<file path="config.mk">
export PLATFORM = sky130hd
export DESIGN_NAME = seq_alu_flat
export DESIGN_NICKNAME = d
export VERILOG_FILES = /design/src/rtl/seq_alu_if.sv /design/src/rtl/seq_alu.sv /design/src/flat_wrapper.sv
export SDC_FILE = /design/constraint.sdc
export NUM_CORES = 1
export LEC_CHECK = 0
export BUFFER_PORTS_ARGS = -buffer_cell sky130_fd_sc_hd__buf_4
export CORE_ASPECT_RATIO = 0.8
export CORE_UTILIZATION = 55
export CTS_CLUSTER_SIZE = 8
export DETAILED_ROUTE_END_ITERATION = 6
export PLACE_DENSITY = 0.73
export SLEW_MARGIN = 20
export SYNTH_ARGS = -nofsm -noshare
export SYNTH_HDL_FRONTEND = slang
export SYNTH_SLANG_ARGS = --single-unit
</file>
<file path="constraint.sdc">
create_clock -name clk -period 16.8 [get_ports clk]
set_clock_uncertainty 0.1 [all_clocks]
set_input_delay 4.2 -clock clk [delete_from_list [all_inputs] [get_ports clk]]
set_output_delay 4.2 -clock clk [all_outputs]
set_load 0.01 [all_outputs]
</file>
<file path="src/rtl/seq_alu_if.sv">
// seq_alu_if: request/response bundle for the sequential ALU.
//   Request side : in_valid, in_ready, in_A, in_B, opcode
//   Response side: out_valid, out_ready, result, is_ovf
// The master modport belongs to the requester/consumer.
// The slave modport belongs to the ALU.
interface seq_alu_if;
  logic        in_valid;
  logic        in_ready;
  logic [15:0] in_A;
  logic [15:0] in_B;
  logic [2:0]  opcode;
  logic        out_valid;
  logic        out_ready;
  logic [31:0] result;
  logic        is_ovf;

  modport master (
    output in_valid, in_A, in_B, opcode, out_ready,
    input  in_ready, out_valid, result, is_ovf
  );

  modport slave (
    input  in_valid, in_A, in_B, opcode, out_ready,
    output in_ready, out_valid, result, is_ovf
  );
endinterface

</file>
<file path="src/rtl/seq_alu.sv">
// seq_alu: multi-cycle, handshaked 16-bit signed ALU.
// Only one operation is in flight at a time.
// The opcode encoding and the result semantics match the combinational simpleALU.
// Multiply and shifts run iteratively, one step per clock.
//
// Ports:
//   clk  - system clock; all state changes on the rising edge
//   rst  - asynchronous, active-high reset
//   bus  - seq_alu_if.slave bundle, with these signals:
//            request : in_valid, in_ready, in_A, in_B, opcode
//            response: out_valid, out_ready, result, is_ovf
//
// Opcodes:
//   000 ADD   001 SUB   010 MUL
//   011 SLL   100 SRL   101 SLA   110 SRA
//   111 illegal (returns zero)
module seq_alu (
  input  logic       clk,
  input  logic       rst,
  seq_alu_if.slave   bus
);

  typedef enum logic [1:0] {
    IDLE = 2'd0,
    EXEC = 2'd1,
    DONE = 2'd2
  } state_t;

  localparam logic [2:0] OP_ADD = 3'b000;
  localparam logic [2:0] OP_SUB = 3'b001;
  localparam logic [2:0] OP_MUL = 3'b010;
  localparam logic [2:0] OP_SLL = 3'b011;
  localparam logic [2:0] OP_SRL = 3'b100;
  localparam logic [2:0] OP_SLA = 3'b101;
  localparam logic [2:0] OP_SRA = 3'b110;

  // Shift amount: in_B is taken as unsigned and saturated to 16.
  function automatic logic [4:0] sat_shamt(input logic [15:0] b);
    if (b >= 16'd16) begin
      sat_shamt = 5'd16;
    end else begin
      sat_shamt = b[4:0];
    end
  endfunction

  // Magnitude of a signed 16-bit value.
  // The result is 17 bits wide so that -32768 maps to +32768.
  function automatic logic [16:0] mag17(input logic [15:0] x);
    if (x[15]) begin
      mag17 = 17'd0 - {x[15], x};
    end else begin
      mag17 = {1'b0, x};
    end
  endfunction

  // Registered state
  state_t      state_r,     state_s;
  logic [2:0]  opcode_r,    opcode_s;
  logic [15:0] op_a_r,      op_a_s;
  logic [15:0] op_b_r,      op_b_s;
  logic [4:0]  cnt_r,       cnt_s;
  logic [31:0] acc_r,       acc_s;
  logic [31:0] mcand_r,     mcand_s;
  logic [16:0] mplier_r,    mplier_s;
  logic        neg_r,       neg_s;
  logic [15:0] shw_r,       shw_s;
  logic [31:0] result_r,    result_s;
  logic        is_ovf_r,    is_ovf_s;
  logic        in_ready_r,  in_ready_s;
  logic        out_valid_r, out_valid_s;

  // Combinational values for the final write of ADD/SUB
  logic [31:0] sum_s;
  logic [31:0] diff_s;
  logic        add_ovf_s;
  logic        sub_ovf_s;

  assign bus.in_ready  = in_ready_r;
  assign bus.out_valid = out_valid_r;
  assign bus.result    = result_r;
  assign bus.is_ovf    = is_ovf_r;

  // Exact 32-bit add/subtract of the sign-extended operands.
  // Overflow is judged on the 16-bit view of the result.
  always_comb begin
    sum_s     = {{16{op_a_r[15]}}, op_a_r} + {{16{op_b_r[15]}}, op_b_r};
    diff_s    = {{16{op_a_r[15]}}, op_a_r} - {{16{op_b_r[15]}}, op_b_r};
    add_ovf_s = (op_a_r[15] == op_b_r[15]) && (sum_s[15]  != op_a_r[15]);
    sub_ovf_s = (op_a_r[15] != op_b_r[15]) && (diff_s[15] != op_a_r[15]);
  end

  // Next-state and datapath update for the IDLE/EXEC/DONE controller
  always_comb begin
    state_s     = state_r;
    opcode_s    = opcode_r;
    op_a_s      = op_a_r;
    op_b_s      = op_b_r;
    cnt_s       = cnt_r;
    acc_s       = acc_r;
    mcand_s     = mcand_r;
    mplier_s    = mplier_r;
    neg_s       = neg_r;
    shw_s       = shw_r;
    result_s    = result_r;
    is_ovf_s    = is_ovf_r;
    in_ready_s  = in_ready_r;
    out_valid_s = out_valid_r;

    case (state_r)
      IDLE: begin
        if (bus.in_valid && in_ready_r) begin
          opcode_s = bus.opcode;
          op_a_s   = bus.in_A;
          op_b_s   = bus.in_B;
          acc_s    = 32'd0;
          mcand_s  = {15'd0, mag17(bus.in_A)};
          mplier_s = mag17(bus.in_B);
          neg_s    = bus.in_A[15] ^ bus.in_B[15];
          shw_s    = bus.in_A;
          case (bus.opcode)
            OP_MUL:                         cnt_s = 5'd16;
            OP_SLL, OP_SRL, OP_SLA, OP_SRA: cnt_s = sat_shamt(bus.in_B);
            default:                        cnt_s = 5'd0;
          endcase
          state_s     = EXEC;
          in_ready_s  = 1'b0;
          out_valid_s = 1'b0;
        end else begin
          state_s    = IDLE;
          in_ready_s = 1'b1;
        end
      end

      EXEC: begin
        if (cnt_r == 5'd0) begin
          is_ovf_s = 1'b0;
          case (opcode_r)
            OP_ADD: begin
              result_s = sum_s;
              is_ovf_s = add_ovf_s;
            end
            OP_SUB: begin
              result_s = diff_s;
              is_ovf_s = sub_ovf_s;
            end
            OP_MUL: begin
              // Apply the product sign only at the end.
              // The shift-add loop works on magnitudes.
              if (neg_r) begin
                result_s = 32'd0 - acc_r;
              end else begin
                result_s = acc_r;
              end
            end
            OP_SLL, OP_SRL, OP_SLA, OP_SRA: result_s = {{16{shw_r[15]}}, shw_r};
            default:                        result_s = 32'd0;
          endcase
          state_s     = DONE;
          out_valid_s = 1'b1;
        end else begin
          case (opcode_r)
            OP_MUL: begin
              // One radix-2 step.
              // Add the multiplicand when the current multiplier bit is 1.
              // Then move on to the next bit.
              if (mplier_r[0]) begin
                acc_s = acc_r + mcand_r;
              end else begin
                acc_s = acc_r;
              end
              mcand_s  = {mcand_r[30:0], 1'b0};
              mplier_s = {1'b0, mplier_r[16:1]};
            end
            OP_SLL, OP_SLA: shw_s = {shw_r[14:0], 1'b0};
            OP_SRL:         shw_s = {1'b0, shw_r[15:1]};
            // The working register starts as A.
            // Its top bit therefore stays equal to the sign of A.
            OP_SRA:         shw_s = {shw_r[15], shw_r[15:1]};
            default:        shw_s = shw_r;
          endcase
          cnt_s = cnt_r - 5'd1;
        end
      end

      DONE: begin
        if (bus.out_ready) begin
          state_s     = IDLE;
          out_valid_s = 1'b0;
          in_ready_s  = 1'b1;
        end else begin
          state_s     = DONE;
          out_valid_s = 1'b1;
        end
      end

      default: begin
        state_s     = IDLE;
        in_ready_s  = 1'b1;
        out_valid_s = 1'b0;
      end
    endcase
  end

  // State and datapath registers.
  // An asynchronous reset aborts any operation in flight.
  always_ff @(posedge clk or posedge rst) begin
    if (rst) begin
      state_r     <= IDLE;
      opcode_r    <= 3'd0;
      op_a_r      <= 16'd0;
      op_b_r      <= 16'd0;
      cnt_r       <= 5'd0;
      acc_r       <= 32'd0;
      mcand_r     <= 32'd0;
      mplier_r    <= 17'd0;
      neg_r       <= 1'b0;
      shw_r       <= 16'd0;
      result_r    <= 32'd0;
      is_ovf_r    <= 1'b0;
      in_ready_r  <= 1'b1;
      out_valid_r <= 1'b0;
    end else begin
      state_r     <= state_s;
      opcode_r    <= opcode_s;
      op_a_r      <= op_a_s;
      op_b_r      <= op_b_s;
      cnt_r       <= cnt_s;
      acc_r       <= acc_s;
      mcand_r     <= mcand_s;
      mplier_r    <= mplier_s;
      neg_r       <= neg_s;
      shw_r       <= shw_s;
      result_r    <= result_s;
      is_ovf_r    <= is_ovf_s;
      in_ready_r  <= in_ready_s;
      out_valid_r <= out_valid_s;
    end
  end

endmodule

</file>
<file path="src/flat_wrapper.sv">
// flat-port wrapper written by rule: the top's interface ports become plain ports
module seq_alu_flat 
  (clk, rst, bus_in_valid, bus_in_A, bus_in_B, bus_opcode, bus_out_ready, bus_in_ready, bus_out_valid, bus_result, bus_is_ovf);
  seq_alu_if bus_i ();
  input  logic clk;
  input  logic rst;
  input wire logic [$bits(bus_i.in_valid)-1:0] bus_in_valid;
  input wire logic [$bits(bus_i.in_A)-1:0] bus_in_A;
  input wire logic [$bits(bus_i.in_B)-1:0] bus_in_B;
  input wire logic [$bits(bus_i.opcode)-1:0] bus_opcode;
  input wire logic [$bits(bus_i.out_ready)-1:0] bus_out_ready;
  output wire logic [$bits(bus_i.in_ready)-1:0] bus_in_ready;
  output wire logic [$bits(bus_i.out_valid)-1:0] bus_out_valid;
  output wire logic [$bits(bus_i.result)-1:0] bus_result;
  output wire logic [$bits(bus_i.is_ovf)-1:0] bus_is_ovf;
  assign bus_i.in_valid = bus_in_valid;
  assign bus_i.in_A = bus_in_A;
  assign bus_i.in_B = bus_in_B;
  assign bus_i.opcode = bus_opcode;
  assign bus_i.out_ready = bus_out_ready;
  assign bus_in_ready = bus_i.in_ready;
  assign bus_out_valid = bus_i.out_valid;
  assign bus_result = bus_i.result;
  assign bus_is_ovf = bus_i.is_ovf;
  seq_alu u_core (.clk(clk), .rst(rst), .bus(bus_i));
endmodule
</file>
==> results.toml <==
[die]
rows = 47
coreArea_um2 = 21000
die_x_um = 167
die_h_um = 134
fp.dieArea_um2 = 22300
io_pins = 74
initial_core_util_pct = 57.0

[drt]
route.detailed.drc = 0
wl_per_cell_um = 19.1
drt_iter0_drc = 1031
wl_um = 32900
postRouteAntennaNets = 0
vias = 10500
drt_first_pass_iters = 6
routed_via_density = 6.11

[clocking]
h-tree-depth = 4
cts_resized = 0
clk_latency_ps = 440
cts_setup_buffers = 0
cts.clk_slew.worst_paths_ps = 70
postCtsHoldBufs = 0
cts.sinks = 175
numCtsBuffers = 17
cts_tree = "done"
clockBufferDepth = 2
cts_root_buf = "clkbuf_16"

[timing]
final_hold_viol_count = 0
fmax_mhz = 149
setup_viol = 0
hold_slack_ps = 380
setup_tns_ps = 0
timing.final.crit_share_pct = 40.1
fin_crit_ps = 6730
timing.slew.headroom_pct = 21.6
rsz0062_at_grt = "no"
fin_ws_ps = 10070
tightestPinTransition_ps = 1170
slew_violations = 0

[power]
sequentialPowerShare_pct = 28.3
p_switching_mw = 1.29
peakVddDrop_mv = 0.104
powerDensity_nw_per_um2 = 205
clkPwrFrac_pct = 14.4
swShare_pct = 47.6
p_leak_nw = 6.30
p_comb_share_pct = 57.3
p_int_mw = 1.42

[synthesis]
yosysMostFrequentCell = "nand2_1"
synth.area.top_cells = "dfrtp_1, ha_1, nand2_1, o21ai_0, a21oi_1"
ys_top_cells_by_count = "nand2_1, dfrtp_1, o21ai_0"
ys_seq_area_share_pct = 36.6
synth_top_area_share_pct = 36.4
ys_dominant_reg_cell = "dfrtp_1"
synth_cells = 1403
syn_avg_cell_area_um2 = 8.53
synth_edf_count = 0
synth_cell_type_count = 70
ys_ff_latch = 175
syn-num-nets = 1517
synth_top_area_cell = "dfrtp_1"
ys_warn_count = 0
netlist_area_um2 = 12000
ys_async_sr_fraction_pct = 100

[place]
dp_slack_ps = 9650
gp_congestion = 0.937
hpwl_um = 24000
place.port_buffers = 73

[status]
status = "finished clean"

[worst_setup_path]
crit_path_max_fanout = 21
crit_required_ps = 17080
max_stage_delay_ps = 460
arrival_ps = 7010
end_kind = "flop"
cp-start-kind = "input port"
rr_worst_depth = 14
slowest_stage = "nand2_1"
critPathKind = "in -> reg"
crit_chain = "buf_4, nand3_1, o21ai_0, nand2_1, a21oi_1, buf_4, o21a_1, nand2_1, nor2_1, o21ai_0, a21bo_2"

[job]
cap_violations = 0

[finish]
fin_nets = 1549
syn_to_final_growth_pct = 11.0
drive_above_1_share_pct = 11.8
diodes = 0

[worst_hold_path]
hold_depth = 2
min_path_type = "reg -> reg"

[grt]
grt_max_degree = 104
grt_pass1_wl_um = 52900
first_global_vias = 9625
grt_usage_pct = 30.5
antenna_found_initial = 0
grt_overflow = 0
-- cell type report --
| cell class | instances | area, um2 |
|---|---|---|
| inverter | 55 | 211 |
| timing repair buffer | 86 | 646 |
| clock buffer | 18 | 429 |
| sequential | 175 | 4380 |
| multi-input combinational | 1100 | 7130 |
| tap | 269 | 337 |
| fill | 1816 | 7720 |
| clock inverter | 14 | 144 |
-- kinds of logic after synthesis --
| kind of cell | share of synthesized area [%] |
|---|---|
| flops | 36.6 |
| simple gates | 17.1 |
| buf+inv | 4.02 |
| compound gates | 22.3 |
| mux | 5.02 |
| fa+ha+maj | 8.03 |
| xor+xnor | 6.88 |
-- state kept, by name (all words and copies together), names as in the netlist, 5 cells and up --
signal and count:
u_core.mplier_r 17, u_core.mcand_r 32, u_core.shw_r 16, u_core.op_a_r 16, u_core.op_b_r 16, u_core.bus.result 32
u_core.acc_r 32, u_core.cnt_r 5
-- through the flow --
stage                     util [%]  std cells  total power, mW  area (um2)
after floorplan                  -       1403             1.86       12000
after global placement        60.5       1685             2.27       12700
after detailed placement      60.5       1685             2.30       12700
after CTS                     63.2       1717             2.70       13300
after global routing          63.2       1717             2.92       13300
final                         63.2       1717             2.72       13300
-- worst max-delay path: cells and delay by family --
family,cells,cell delay [ps]
compound gates,5,1110
simple gates,4,1330
buf+inv,2,370
-- worst paths after layout --
path	slack [ps]	startpoint	endpoint
max	10070	bus_in_valid	u_core.acc_r[31]$_DFFE_PP0P_
min	380	u_core.bus.result[5]$_DFFE_PP0P_	u_core.bus.result[5]$_DFFE_PP0P_
max reg2reg	12490	u_core.state_r[1]$_DFFE_PP0P_	u_core.acc_r[31]$_DFFE_PP0P_
min reg2reg	380	u_core.bus.result[5]$_DFFE_PP0P_	u_core.bus.result[5]$_DFFE_PP0P_
max in group asynchronous	11260	rst	u_core.op_a_r[1]$_DFFE_PP0P_
min in group asynchronous	3850	rst	u_core.bus.result[29]$_DFFE_PP0P_
-- placed cells by master (no fill, tap or decap), drive strengths merged, types with 6 or more instances in the layout --
cell type	count
nand2	209
dfrtp	174
o21ai	150
nor2	103
a21oi	98
buf	86
ha	72
inv	63
xnor2	48
xor2	46
nand3	33
mux2	32
a21o	27
mux2i	24
a22oi	23
o31ai	21
or3	20
clkbuf	18
nor3	17
or4	14
a211oi	12
o41ai	12
nand2b	11
a31oi	10
nor2b	9
a222oi	8
o21a	7
nor4	7
or2	6
o21bai	6
clkinv	6
-- metal layers --
metal | share of wire, % | up-vias | GRT usage (%)
met5 | 0 | - | 0
met4 | 1.6 | 0 | 7.25
met3 | 9.4 | 34 | 8.08
met2 | 40 | 397 | 41.6
met1 | 49 | 4986 | 47.3
li1 | - | 5082 | -
-- power groups by stage --
stage	clock [mW]	sequential [mW]	combinational [mW]
floorplan	0	0.704	1.16
detailed placement	0	0.767	1.53
global route	0.411	0.787	1.72
CTS	0.395	0.760	1.54
finish	0.392	0.768	1.56
global placement	0	0.760	1.51
Note: power is estimated with default switching activity, not from simulation.
